$ cat src/rtl/up_tpl_adc_pn_counters.sv
// Per-channel PN error / out-of-sync statistics exposed as a 256-word up register region.
// Define UP_PN_CNT_IRQ_EN to add the irq output and the CTRL.IRQ_EN bit.
module up_tpl_adc_pn_counters #(
    parameter int          NUM_CHANNELS  = 1,
    parameter int          COUNTER_WIDTH = 32,
    parameter logic [13:0] ADDR_BASE     = 14'h0600
) (
    input  logic                    up_clk,
    input  logic                    up_rstn,
    input  logic [NUM_CHANNELS-1:0] pn_err,
    input  logic [NUM_CHANNELS-1:0] pn_oos,
    input  logic                    up_wreq,
    input  logic [13:0]             up_waddr,
    input  logic [31:0]             up_wdata,
    output logic                    up_wack,
    input  logic                    up_rreq,
    input  logic [13:0]             up_raddr,
    output logic [31:0]             up_rdata,
    output logic                    up_rack
`ifdef UP_PN_CNT_IRQ_EN
    ,
    output logic                    irq
`endif
);

    localparam logic [COUNTER_WIDTH-1:0] CNT_MAX = '1;
    localparam logic [COUNTER_WIDTH-1:0] CNT_ONE = 1;

    logic                     wr_hit;
    logic                     rd_hit;
    logic [7:0]               wr_off;
    logic [7:0]               rd_off;
    logic                     ctrl_clear;
    logic                     ctrl_freeze;
    logic                     ctrl_irq_en;
    logic [NUM_CHANNELS-1:0]  sticky;
    logic [NUM_CHANNELS-1:0]  oos_d;
    logic [NUM_CHANNELS-1:0]  err_clr;
    logic [NUM_CHANNELS-1:0]  oos_clr;
    logic [63:0]              w1c_mask;
    logic [63:0]              sticky_ext;
    logic [63:0]              oos_ext;
    logic [31:0]              rd_val;
    logic [COUNTER_WIDTH-1:0] err_cnt [NUM_CHANNELS];
    logic [COUNTER_WIDTH-1:0] oos_cnt [NUM_CHANNELS];

    assign wr_hit = up_wreq && (up_waddr[13:8] == ADDR_BASE[13:8]);
    assign rd_hit = up_rreq && (up_raddr[13:8] == ADDR_BASE[13:8]);
    assign wr_off = up_waddr[7:0];
    assign rd_off = up_raddr[7:0];

    // Counter i lives at offset {1, i[5:0], is_oos}; CTRL.CLEAR acts one cycle after its write.
    always_comb begin
        err_clr  = '0;
        oos_clr  = '0;
        w1c_mask = '0;
        if (wr_hit && wr_off == 8'h04) w1c_mask[31:0]  = up_wdata;
        if (wr_hit && wr_off == 8'h05) w1c_mask[63:32] = up_wdata;
        for (int i = 0; i < NUM_CHANNELS; i++) begin
            err_clr[i] = ctrl_clear || (wr_hit && wr_off == {1'b1, 6'(i), 1'b0});
            oos_clr[i] = ctrl_clear || (wr_hit && wr_off == {1'b1, 6'(i), 1'b1});
        end
    end

    always_ff @(posedge up_clk or negedge up_rstn) begin
        if (!up_rstn) begin
            ctrl_clear  <= 1'b0;
            ctrl_freeze <= 1'b0;
        end else if (wr_hit && wr_off == 8'h00) begin
            ctrl_clear  <= up_wdata[0];
            ctrl_freeze <= up_wdata[1];
        end else begin
            ctrl_clear  <= 1'b0;
        end
    end

`ifdef UP_PN_CNT_IRQ_EN
    always_ff @(posedge up_clk or negedge up_rstn) begin
        if (!up_rstn) begin
            ctrl_irq_en <= 1'b0;
            irq         <= 1'b0;
        end else begin
            if (wr_hit && wr_off == 8'h00) ctrl_irq_en <= up_wdata[2];
            irq <= ctrl_irq_en && (|sticky);
        end
    end
`else
    assign ctrl_irq_en = 1'b0;
`endif

    // Clear beats increment; a sticky set from pn_err beats any clear.
    always_ff @(posedge up_clk or negedge up_rstn) begin
        if (!up_rstn) begin
            sticky <= '0;
            oos_d  <= '0;
            for (int i = 0; i < NUM_CHANNELS; i++) begin
                err_cnt[i] <= '0;
                oos_cnt[i] <= '0;
            end
        end else begin
            sticky <= (ctrl_clear ? '0 : (sticky & ~w1c_mask[NUM_CHANNELS-1:0])) | pn_err;
            oos_d  <= pn_oos;
            for (int i = 0; i < NUM_CHANNELS; i++) begin
                if (err_clr[i])
                    err_cnt[i] <= '0;
                else if (pn_err[i] && !pn_oos[i] && !ctrl_freeze && err_cnt[i] != CNT_MAX)
                    err_cnt[i] <= err_cnt[i] + CNT_ONE;
                if (oos_clr[i])
                    oos_cnt[i] <= '0;
                else if (pn_oos[i] && !oos_d[i] && !ctrl_freeze && oos_cnt[i] != CNT_MAX)
                    oos_cnt[i] <= oos_cnt[i] + CNT_ONE;
            end
        end
    end

    always_comb begin
        sticky_ext = '0;
        oos_ext    = '0;
        sticky_ext[NUM_CHANNELS-1:0] = sticky;
        oos_ext[NUM_CHANNELS-1:0]    = pn_oos;
        rd_val = '0;
        case (rd_off)
            8'h00: rd_val = {29'd0, ctrl_irq_en, ctrl_freeze, 1'b0};
            8'h01: rd_val = {30'd0, |pn_oos, |sticky};
            8'h04: rd_val = sticky_ext[31:0];
            8'h05: rd_val = sticky_ext[63:32];
            8'h06: rd_val = oos_ext[31:0];
            8'h07: rd_val = oos_ext[63:32];
            default: begin
                for (int i = 0; i < NUM_CHANNELS; i++) begin
                    if (rd_off == {1'b1, 6'(i), 1'b0}) rd_val[COUNTER_WIDTH-1:0] = err_cnt[i];
                    if (rd_off == {1'b1, 6'(i), 1'b1}) rd_val[COUNTER_WIDTH-1:0] = oos_cnt[i];
                end
            end
        endcase
    end

    // Outputs are OR-combined with other slaves, so rdata stays zero unless acked.
    always_ff @(posedge up_clk or negedge up_rstn) begin
        if (!up_rstn) begin
            up_wack  <= 1'b0;
            up_rack  <= 1'b0;
            up_rdata <= '0;
        end else begin
            up_wack  <= wr_hit;
            up_rack  <= rd_hit;
            up_rdata <= rd_hit ? rd_val : '0;
        end
    end

endmodule
$ cat config.mk
export PLATFORM = sky130hd
export DESIGN_NAME = up_tpl_adc_pn_counters
export DESIGN_NICKNAME = d
export VERILOG_FILES = /design/src/rtl/up_tpl_adc_pn_counters.sv
export SDC_FILE = /design/constraint.sdc
export NUM_CORES = 1
export LEC_CHECK = 0
export BUFFER_PORTS_ARGS = -buffer_cell sky130_fd_sc_hd__buf_2
export CELL_PAD_IN_SITES_DETAIL_PLACEMENT = 2
export CELL_PAD_IN_SITES_GLOBAL_PLACEMENT = 2
export CORE_MARGIN = 2
export CORE_UTILIZATION = 31
export DETAILED_ROUTE_END_ITERATION = 10
export PLACE_DENSITY = 0.8
export SYNTH_ARGS = -nofsm -noshare
export SYNTH_HDL_FRONTEND = slang
export SYNTH_SLANG_ARGS = --single-unit
$ cat constraint.sdc
create_clock -name up_clk -period 1.9 [get_ports up_clk]
set_input_delay 0.095 -clock up_clk [delete_from_list [all_inputs] [get_ports up_clk]]
set_output_delay 0.095 -clock up_clk [all_outputs]
set_load 0.02 [all_outputs]
Word level (Yosys, flattened, before mapping)

Cells that the tools add are included.

Add/subtract/negate cells: 2
Multipliers: 0
Divide/modulo/power cells: 0
$lt $le $gt $ge: 0
Equal/unequal tests: 14
Shifts and indexed selects: 0
Multiplexer cells: 11
Bitwise logic cells: 3
Reduce and logical (&&, ||, !) cells: 22

Operators with widths:

| operator              | count |
|---|---|
| $mux 32               | 7 |
| $pmux 32 s5           | 1 |
| $add 32x1->32 const B | 2 |
| $ne 32x32->1 const B  | 2 |
| $eq 8x3->1 const B    | 5 |
| $eq 8x8->1 const B    | 4 |
| $logic_not 8->1       | 2 |
| $eq 6x3->1 const B    | 2 |
| $logic_and 1x1->1     | 12 |
| $eq 8x1->1 const B    | 1 |
| $reduce_bool 2->1     | 2 |
| $logic_not 1->1       | 3 |
| $mux 1                | 3 |
| $logic_or 1x1->1      | 2 |
| $reduce_or 2->1       | 1 |
| $and 1x1->1           | 1 |
| $not 1->1             | 1 |
| $or 1x1->1            | 1 |

Register bits: 102
Latch bits: 0
RAM bits: 0
Memory bits (read-only): 0
Input bits: 66
Output and inout bits: 34
Memories: 0

Depth between registers and ports, before layout

Gate-level depths: netlist of run 1.

Word-level depth: 8
Depth in mapped cells: 8

Worst setup path before layout of run 1

OpenSTA, ideal clock, no wires.

Path kind: register to register
Start point: register ctrl_freeze
End point: register err_cnt[31] (netlist name)
Library setup time: 0.077 ns
Data arrival time: 2.012 ns
Required time: 1.823 ns
Setup slack: -0.189 ns
Stages on the path, launching flop included: 6
Clock period less this slack: 2.089 ns
Path through: dfrtp_1 > or3b_4 > or3_4 > a2111oi_4 > or4b_1 > a21oi_1

Cells in the longest elaborated chain, start to end: 4

RTL lines:

| what                            | RTL line | RTL |
|---|---|---|
| start: declaration              | 34       | `logic ctrl_freeze;` |
| start signal: assignment        | 71       | `ctrl_freeze <= up_wdata[1];` |
| $logic_not 1->1                 | 106      | `else if (pn_err[i] && !pn_oos[i] && !ctrl_freeze && err_cnt[i] != CNT_MAX)` |
| $logic_and 1x1->1 (2 in series) | 106      |  |
| $reduce_bool 2->1 (no line)     | --       |  |
| end signal: indexed assignment  | 107      | `err_cnt[i] <= err_cnt[i] + CNT_ONE;` |
| end: declaration                | 44       | `logic [COUNTER_WIDTH-1:0] err_cnt [NUM_CHANNELS];` |

Every way passes these cells.
A chain may end at the register's enable or synchronous reset.

Worst setup path in the final report of run 1

Ends and elaborated chain as after synthesis.

==> run_results.csv, run 1 <==
group,metric,value,unit
outcome,status,"finished, violations left",
outcome,violations,"setup timing",
pwr,switching_power,0.00173,W
routing,vias_per_cell,6.52,
routing,wl_per_cell,36.4,µm
logic_synthesis,synth_compound_area_share,18.7,%
global_routing,antenna_found_initial,2,
routing,first_pass_iters,5,
setup_path,start_kind,"flop",
pwr,total_power,0.00536,W
global_routing,use_met3,7.32,%
final_layout,post-route-util,53.9,%
timing,slew-limit-headroom,47.6,%
timing,period_needed,2.36,ns
min_path,hp-class,"input pin to flop",
timing,setup_ws,-0.461,ns
logic_synthesis,synth-adder-area-share,0.473,%
cts,numCtsBuffers,9,
setup_path,worst_r2r_endpoint,"err_cnt[31]$_DFFE_PN0P_",
logic_synthesis,syn_nets,632,
logic_synthesis,yosys.area.top_type,"dfrtp_1",
final_layout,area_growth,69.4,%
global_routing,grt_pass1_vias,7282,
logic_synthesis,synthTopCellsByArea,"dfrtp_1, a21oi_1, a22oi_1",
timing,clock.fmax,0.424,GHz
logic_synthesis,syn_area,5290,µm²
place,dpl.hpwl,17500,µm
routing,routed_wl,38400,µm
global_routing,grt.total_usage,37.6,%
global_routing,grt_pass1_wl,49600,µm
logic_synthesis,synth_warnings,0,
pwr,pwr-share-seq,44.2,%
cts,clk_path_buf_depth,2,
place,dpl.cell_count,951,
global_routing,grt_busiest_layer,"met2",
routing,drt_iter0_drc,498,
setup_path,slowest_delay,0.50,ns
cts,cts.htree.levels,3,
setup_path,crit_path_end_kind,"flop",
final_layout,final_nets,897,
logic_synthesis,synth_seq_cells,102,
timing,setup_viol,64,
routing,num_vias,6881,
setup_path,arrival,2.66,ns
floorplan,die_x,135,µm
cts,tritoncts,"yes",
final_layout,regArea,2560,µm²
cts,clk_latency,0.39,ns
global_routing,grt_max_degree,40,
logic_synthesis,synth_xor_area_share,0.993,%
timing,period_share,124,%
timing,drv_slew,0,
setup_path,rr_worst_depth,5,
min_path,worstHoldStart,"up_waddr[11]",
timing,hold_viol,0,
floorplan,initial_core_util,31.8,%
logic_synthesis,synth_top_family_by_area,"simple AND/OR/NAND/NOR gates",
logic_synthesis,synth_top_area_share,48.2,%
min_path,holdPathStages,3,
logic_synthesis,syn_avg_cell_area,9.38,µm²
logic_synthesis,synthCells,564,
floorplan,core_area,16600,µm²
place,gp_congestion,0.861,
timing,rsz0062_at_grt,"yes",
floorplan,dieHeight,135,µm
logic_synthesis,synth-edff-count,0,
logic_synthesis,synth_flop_cell,"dfrtp_1",
pwr,p_sw_share,32.3,%
timing,skew,0.0181,ns
pwr,power_density,598,nW/µm²
setup_path,critPathKind,"flop to flop",
setup_path,crit_buf_inv,0,
logic_synthesis,ys_seq_area_share,48.2,%
logic_synthesis,synth.mux.area_fraction,0.591,%
global_routing,met2_usage,66.6,%
place,portBuffers,69,
floorplan,io-pin-count,100,
logic_synthesis,async_reset_ff_share,100,%
pwr,power_frac_comb,18.9,%
pwr,irDropWorstVdd,746,µV
cts,path_clk_slew,0.09,ns
setup_path,reg2reg_from,"ctrl_freeze$_DFFE_PN0P_",
global_routing,grt_overflow,0,
setup_path,crit_required,2.20,ns
floorplan,die-area,18100,µm²
timing,worstMarginPinSlew,0.780,ns
final_layout,drive_above_1_share,57.7,%
global_routing,met1_usage,42.1,%
floorplan,fp-row-count,47,
routing,antenna_left,0,
setup_path,slowest_stage,"or4b_1",
final_layout,fillerInstances,1638,
setup_path,crit_path_cell_trace,"or3b_4, or3_4, a2111oi_4, or4b_1, a21oi_1",
logic_synthesis,synth_simple_gate_area_share,27.6,%
setup_path,r2r_slack,-0.46,ns
routing,route.detailed.drc,0,
pwr,intPower,0.00362,W
setup_path,cp_max_fo,4,
setup_path,cp_top_family,"simple AND/OR/NAND/NOR gates",
cts,cts-root-buf,"clkbuf_16",
job,maxCapViolCount,0,
logic_synthesis,synth.distinct_cells,57,
pwr,p_leak,3.88,nW
pwr,power_frac_clock,36.9,%
cts,clock_sinks,102,
min_path,min_to,"up_wack$_DFF_PN0_",
final_layout,multi_input_area,3510,µm²
final_layout,layoutNonFillerInstCount,1055,
-- synth_stat cells (all sizes together) (4+ instances only) --
cell type and n:
nand2 34, dfrtp 102, nor3b 4, o31ai 15, or4 20, a21oi 59
a22oi 32, clkbuf 22, or2 6, and3 9, o21ai 39, nor3 7
inv 12, nand3 24, nand4 29, o211ai 5, nor4 10, nor2 47
and2 4, buf 7, or3 37, and4 6
-- how the worst max path moves through the flow --
| stage | startpoint | to | slack (ns) | depth (start not counted) |
|---|---|---|---|---|
| 6_report | ctrl_freeze$_DFFE_PN0P_ | err_cnt[31]$_DFFE_PN0P_ | -0.46 | 5 |
| 5_1_grt | ctrl_freeze$_DFFE_PN0P_ | err_cnt[31]$_DFFE_PN0P_ | -0.51 | 5 |
| 4_1_cts | ctrl_freeze$_DFFE_PN0P_ | err_cnt[31]$_DFFE_PN0P_ | -0.23 | 5 |
| 3_5_place_dp | ctrl_freeze$_DFFE_PN0P_ | err_cnt[21]$_DFFE_PN0P_ | -0.25 | 6 |
| 3_3_place_gp | ctrl_freeze$_DFFE_PN0P_ | err_cnt[31]$_DFFE_PN0P_ | -0.17 | 5 |
| 2_1_floorplan | ctrl_freeze$_DFFE_PN0P_ | err_cnt[31]$_DFFE_PN0P_ | -0.13 | 5 |
-- power groups by stage --
stage	Clock, W	Combinational (W)	Sequential, W
floorplan	0	0.000166	0.00240
global placement	0	0.000547	0.00236
detailed placement	0	0.000613	0.00238
CTS	0.00191	0.000718	0.00234
global route	0.00205	0.00104	0.00237
finish	0.00198	0.00101	0.00237
-- metrics by stage --
| stage | setup slack, ns | hold WS, ns | TNS (ns) | cell area, µm² |
|---|---|---|---|---|
| finish | -0.461 | 0.0416 | -16.98 | 8960 |
| global placement | -0.168 | 0.107 | -2.23 | 6810 |
| global route | -0.510 | 0.0444 | -19.35 | 8960 |
| detailed placement | -0.247 | 0.118 | -6.86 | 6810 |
| floorplan | -0.131 | -0.201 | -0.722 | 5300 |
| CTS | -0.233 | 0.0295 | -5.99 | 8120 |
-- worst min-delay path: stages --
cell	delay [ns]
buf_2	0.08
nor3b_1	0.07
nor2b_1	0.15
-- cell usage in the layout, fill, tap and decap left out, types with 11 or more instances in the layout --
cell	count
buf_4	159
inv_1	12
a21oi_2	43
dfrtp_1	97
or4_4	18
nand2_1	30
a21oi_1	12
nand4_1	29
buf_2	68
buf_6	35
nor2_1	40
or3_4	31
a22oi_1	32
o21ai_0	13
o21ai_1	11
nand3_1	13
-- sequential cells by signal, indices dropped and copies added, names as in the netlist --
name / flops
ctrl_clear: 1
ctrl_freeze: 1
err_cnt: 32
oos_cnt: 32
oos_d: 1
sticky: 1
up_rack: 1
up_rdata: 32
up_wack: 1
-- layer usage --
layer	part of all wire [%]	vias up
li1	-	2666
met2	49	399
met4	7.5	2
met3	5.2	170
met1	38	3644
met5	0.034	-
-- cell type report --
| class | instances | share of cell area (%) |
|---|---|---|
| repair buffers | 281 | 25.5 |
| inverters | 12 | 0.503 |
| clock buffers | 11 | 2.71 |
| flip-flops and latches | 102 | 28.5 |
| clock inverters | 5 | 0.461 |
| well taps | 220 | 3.07 |
| diodes | 1 | 0.0279 |
| multi-input cells | 423 | 39.2 |
-- cell families after synthesis --
| kind of cell | Yosys count |
|---|---|
| muxes | 3 |
| buffers and inverters | 41 |
| xor gates and xnor gates | 6 |
| DFF | 102 |
| AOI/OAI and AO/OA | 160 |
| adders and majority gates | 2 |
| and+or+nand+nor | 250 |
-- timing repair --
item / 4_1_cts / 5_1_grt
setup buffers: 46 / 41
endpoints found under the hold margin: 39 / 0
resized for setup: 132 / 141
gates cloned: 4 / 2
pin swaps: 71 / 66
hold buffers: 5 / 0
endpoints found under the setup margin: 62 / 64
No activity file was read; power rests on OpenSTA's default activity.
==> inputs of run 2 (changes only) <==
Settings changed: TNS_END_PERCENT set to 10.
==> run_results.csv, run 2 (synthesis results as in run 1) <==
group,metric,value,unit
setup_path,reg2reg_from,"ctrl_freeze$_DFFE_PN0P_",
min_path,worstHoldStart,"up_wdata[0]",
place,dpl.hpwl,16600,µm
setup_path,critPathKind,"flop to flop",
timing,rsz0062_at_grt,"yes",
cts,cts.htree.levels,3,
timing,setup_tns,-9.51,ns
timing,skew,0.00851,ns
routing,drt_iter0_drc,463,
timing,slew-limit-headroom,58.3,%
outcome,violations,"setup timing",
final_layout,final_common_cell,"buf_4",
global_routing,grt_pass1_vias,6673,
routing,wl_per_cell,28.5,µm
cts,numCtsBuffers,9,
place,place_ws,-0.285,ns
pwr,pwr-share-seq,47.4,%
setup_path,crit_required,2.18,ns
floorplan,fp-row-count,47,
timing,setup_viol,62,
setup_path,crit_path_end_kind,"flop",
place,gp_congestion,0.858,
setup_path,start_kind,"flop",
cts,clk_latency,0.37,ns
min_path,min_to,"ctrl_clear$_DFF_PN0_",
floorplan,die-area,18100,µm²
routing,antenna_left,0,
min_path,holdPathStages,3,
final_layout,fillerInstances,1736,
timing,clock.fmax,0.447,GHz
routing,vias_per_cell,6.11,
timing,drv_slew,0,
pwr,power_density,666,nW/µm²
routing,route.detailed.drc,0,
global_routing,grt.total_usage,30.9,%
routing,first_pass_iters,5,
cts,tritoncts,"yes",
final_layout,antenna_cells,0,
final_layout,final_nets,826,
floorplan,io-pin-count,100,
pwr,irDropWorstVdd,427,µV
final_layout,layoutNonFillerInstCount,983,
final_layout,area_growth,41.7,%
pwr,power_frac_comb,14.0,%
place,dpl.cell_count,947,
timing,period_share,118,%
floorplan,core_area,16600,µm²
pwr,p_leak,3.22,nW
setup_path,rr_worst_depth,5,
global_routing,grt_max_degree,50,
job,maxCapViolCount,0,
global_routing,antenna_found_initial,0,
timing,hold_viol,0,
setup_path,worst_r2r_endpoint,"oos_cnt[23]$_DFFE_PN0P_",
timing,worstMarginPinSlew,0.625,ns
final_layout,final_cell_mix,"buf_4, dfrtp_1, buf_2",
place,portBuffers,69,
pwr,p_sw_share,29.0,%
setup_path,crit_path_start,"ctrl_freeze$_DFFE_PN0P_",
min_path,hp-class,"input pin to flop",
global_routing,grt_overflow,0,
cts,path_clk_slew,0.08,ns
pwr,power_frac_clock,38.6,%
final_layout,drive_above_1_share,39.3,%
outcome,status,"finished, violations left",
pwr,switching_power,0.00145,W
routing,routed_wl,28000,µm
cts,clk_path_buf_depth,2,
floorplan,initial_core_util,31.8,%
cts,clock_sinks,102,
timing,setup_ws,-0.336,ns
global_routing,grt_pass1_wl,42200,µm
timing,period_needed,2.24,ns
floorplan,dieHeight,135,µm
floorplan,die_x,135,µm
final_layout,largestRegisters,"err_cnt x32, oos_cnt x32, up_rdata x32",
routing,num_vias,6010,
pwr,intPower,0.00354,W
setup_path,r2r_slack,-0.34,ns
setup_path,cp_max_fo,13,
cts,cts-root-buf,"clkbuf_16",
setup_path,arrival,2.52,ns
-- run 2: repair_timing --
item,4_1_cts,5_1_grt
hold buffers,4,0
pin swaps,28,19
resized for setup,35,41
buffers inserted,7,8
gates cloned,1,0
setup endpoints to repair,63,64
endpoints found under the hold margin,32,0
-- run 2: routing by layer --
metal	track usage, %	wire, µm	up-vias
li1	-	-	2525
met1	36.6	11100	3161
met2	55.2	14500	230
met3	4.62	1180	94
met4	13.7	1260	0
met5	0	0	-
-- run 2: metrics by stage --
step	total power [W]	hold slack [ns]	cell area, µm²	utilization (%)
4_1_cts	0.00492	0.00292	7300	43.9
3_3_place_gp	0.00290	0.0541	6760	40.6
6_report	0.00499	0.00946	7490	45.0
5_1_grt	0.00513	0.0301	7490	45.0
2_1_floorplan	0.00257	-0.201	5300	-
3_5_place_dp	0.00296	0.0621	6760	40.6
-- run 2: worst max-delay path, cell delays in order (launching register included) --
cell and delay, ns:
dfrtp_1 0.42, nor3b_2 0.23, nand4_1 0.24, a311o_2 0.54, or4_1 0.48, a21oi_1 0.22
-- run 2: area by class of cell --
cell class | count | area, µm² | area share (%)
multi-input cells | 421 | 2830 | 37.7
repair buffers | 212 | 1500 | 20.1
well taps | 220 | 275 | 3.67
clock buffers | 13 | 270 | 3.61
flip-flops and latches | 102 | 2560 | 34.1
clock inverters | 3 | 17.5 | 0.234
inverters | 12 | 45.0 | 0.601
-- run 2: worst max path at each step --
stage                         endpoint  slack (ns)  cells after the start
2_1_floorplan  err_cnt[31]$_DFFE_PN0P_       -0.13                      5
3_3_place_gp   err_cnt[31]$_DFFE_PN0P_       -0.19                      5
3_5_place_dp   err_cnt[22]$_DFFE_PN0P_       -0.29                      6
4_1_cts        err_cnt[31]$_DFFE_PN0P_       -0.27                      5
5_1_grt        oos_cnt[23]$_DFFE_PN0P_       -0.42                      5
6_report       oos_cnt[23]$_DFFE_PN0P_       -0.34                      5
-- run 2: power groups by stage --
stage               registers [W]  clock network [W]  logic (W)
global placement          0.00237                  0   0.000527
global route              0.00238            0.00202   0.000738
detailed placement        0.00238                  0   0.000586
CTS                       0.00236            0.00192   0.000651
floorplan                 0.00240                  0   0.000165
finish                    0.00237            0.00193   0.000697
==> inputs of run 3 (changes only) <==
Settings changed: PLACE_DENSITY 0.8 to not set, PLACE_DENSITY_LB_ADDON set to 0.1.
==> run_results.csv, run 3 (synthesis results as in run 1) <==
group,metric,value,unit
outcome,status,"finished, violations left",
outcome,violations,"setup timing",
place,place_ws,-0.253,ns
final_layout,antenna_cells,0,
global_routing,grt_pass1_vias,6165,
floorplan,core_area,16600,µm²
final_layout,area_growth,42.0,%
final_layout,largestRegisters,"err_cnt x32, oos_cnt x32, up_rdata x32",
setup_path,r2r_slack,-0.27,ns
timing,rsz0062_at_grt,"yes",
setup_path,arrival,2.45,ns
setup_path,crit_required,2.18,ns
min_path,hp-class,"input pin to flop",
cts,cts.htree.levels,3,
routing,routed_wl,21600,µm
cts,tritoncts,"yes",
place,gp_congestion,0.813,
final_layout,regArea,2550,µm²
routing,wl_per_cell,21.9,µm
global_routing,grt_overflow,0,
timing,holdWs,0.0455,ns
timing,clock.fmax,0.460,GHz
final_layout,drive_above_1_share,36.1,%
setup_path,crit_path_start,"err_cnt[14]$_DFFE_PN0P_",
floorplan,initial_core_util,31.8,%
routing,drt_iter0_drc,167,
cts,clk_latency,0.35,ns
timing,period_needed,2.17,ns
global_routing,grt_pass1_wl,33900,µm
final_layout,fillerInstances,1808,
setup_path,start_kind,"flop",
cts,clk_path_buf_depth,2,
setup_path,rr_worst_depth,5,
timing,skew,0.00590,ns
routing,route.detailed.drc,0,
floorplan,fp-row-count,47,
routing,vias_per_cell,5.61,
timing,slew-limit-headroom,48.1,%
final_layout,final_common_cell,"buf_4",
cts,path_clk_slew,0.07,ns
floorplan,die_x,135,µm
pwr,power_density,688,nW/µm²
timing,period_share,114,%
routing,num_vias,5536,
pwr,p_leak,3.30,nW
setup_path,cp_max_fo,4,
place,dpl.cell_count,955,
timing,worstMarginPinSlew,0.772,ns
floorplan,dieHeight,135,µm
routing,antenna_left,0,
timing,hold_viol,0,
setup_path,reg2reg_from,"err_cnt[14]$_DFFE_PN0P_",
timing,setup_ws,-0.274,ns
setup_path,crit_path_end_kind,"flop",
cts,clock_sinks,102,
global_routing,grt.total_usage,24.0,%
cts,numCtsBuffers,9,
routing,first_pass_iters,4,
setup_path,crit_end,"err_cnt[21]$_DFFE_PN0P_",
global_routing,grt_max_degree,43,
setup_path,worst_r2r_endpoint,"err_cnt[21]$_DFFE_PN0P_",
cts,cts-root-buf,"clkbuf_16",
place,dpl.hpwl,16000,µm
place,portBuffers,69,
floorplan,die-area,18100,µm²
timing,drv_slew,0,
final_layout,multi_input_area,2750,µm²
final_layout,final_nets,830,
job,maxCapViolCount,0,
pwr,irDropWorstVdd,473,µV
final_layout,final_cell_mix,"buf_4, dfrtp_1, buf_2",
floorplan,io-pin-count,100,
final_layout,layoutNonFillerInstCount,987,
global_routing,antenna_found_initial,0,
timing,setup_viol,51,
setup_path,critPathKind,"flop to flop",
-- run 3: changes by cell type in the layout (fill, tap and decap cells not counted), sizes merged --
cell         change
a311o            +1
buf              +2
clkbuf           -4
clkinv           +1
dlygate4sd3      +1
bufinv           +3
-- run 3: metrics by stage --
stage	total power, W	util [%]	setup TNS, ns	cell area [µm²]
global route	0.00535	45.1	-12.05	7510
CTS	0.00519	44.6	-5.56	7410
global placement	0.00293	41.1	-2.80	6840
detailed placement	0.00299	41.1	-6.84	6840
floorplan	0.00257	-	-0.751	5300
finish	0.00517	45.1	-5.98	7510
-- run 3: worst max-delay path: stages, from the launching register on --
cell and delay [ns]:
dfrtp_1 0.37, nand4_1 0.24, or4_4 0.56, or4_4 0.43
or3_1 0.35, a21oi_2 0.15
-- run 3: layout make-up --
type	count	area share, %
Timing Repair Buffer	215	20.7
Inverter	12	0.600
Sequential cell	102	34.0
Clock buffer	9	3.00
Clock inverter	7	1.50
Tap cell	220	3.66
Multi-Input combinational cell	422	36.5
-- run 3: what timing repair did --
item                       4_1_cts  5_1_grt
hold buffers                     5        0
hold endpoints to repair        40        0
cloned                           1        0
resized for setup               25       20
setup endpoints to repair       60       62
pin swaps                       25       12
setup buffers                    9        1
-- run 3: power breakdown --
part           internal, W  switching [W]  total, W  leakage, nW
Sequential         0.00226      0.0000886   0.00235         1.39
Combinational     0.000287       0.000360  0.000647         1.75
Clock              0.00128       0.000895   0.00218        0.165
Total              0.00383        0.00134   0.00517         3.30
-- run 3: how the worst min path moves through the flow --
stage,end,start,cells past startpoint
after floorplan,ctrl_clear$_DFF_PN0_,up_rstn,0
after global placement,up_rack$_DFF_PN0_,up_rstn,1
after detailed placement,up_rack$_DFF_PN0_,up_rstn,1
after CTS,up_wack$_DFF_PN0_,up_waddr[11],3
after global routing,up_wack$_DFF_PN0_,up_waddr[11],3
final,up_rdata[0]$_DFF_PN0_,up_raddr[12],4
-- run 3: metal layers --
layer	GRT usage, %	part of all wire, %
met4	5.91	1.3
met5	0	0
met1	31.7	45
met2	42.6	52
met3	2.03	2.0
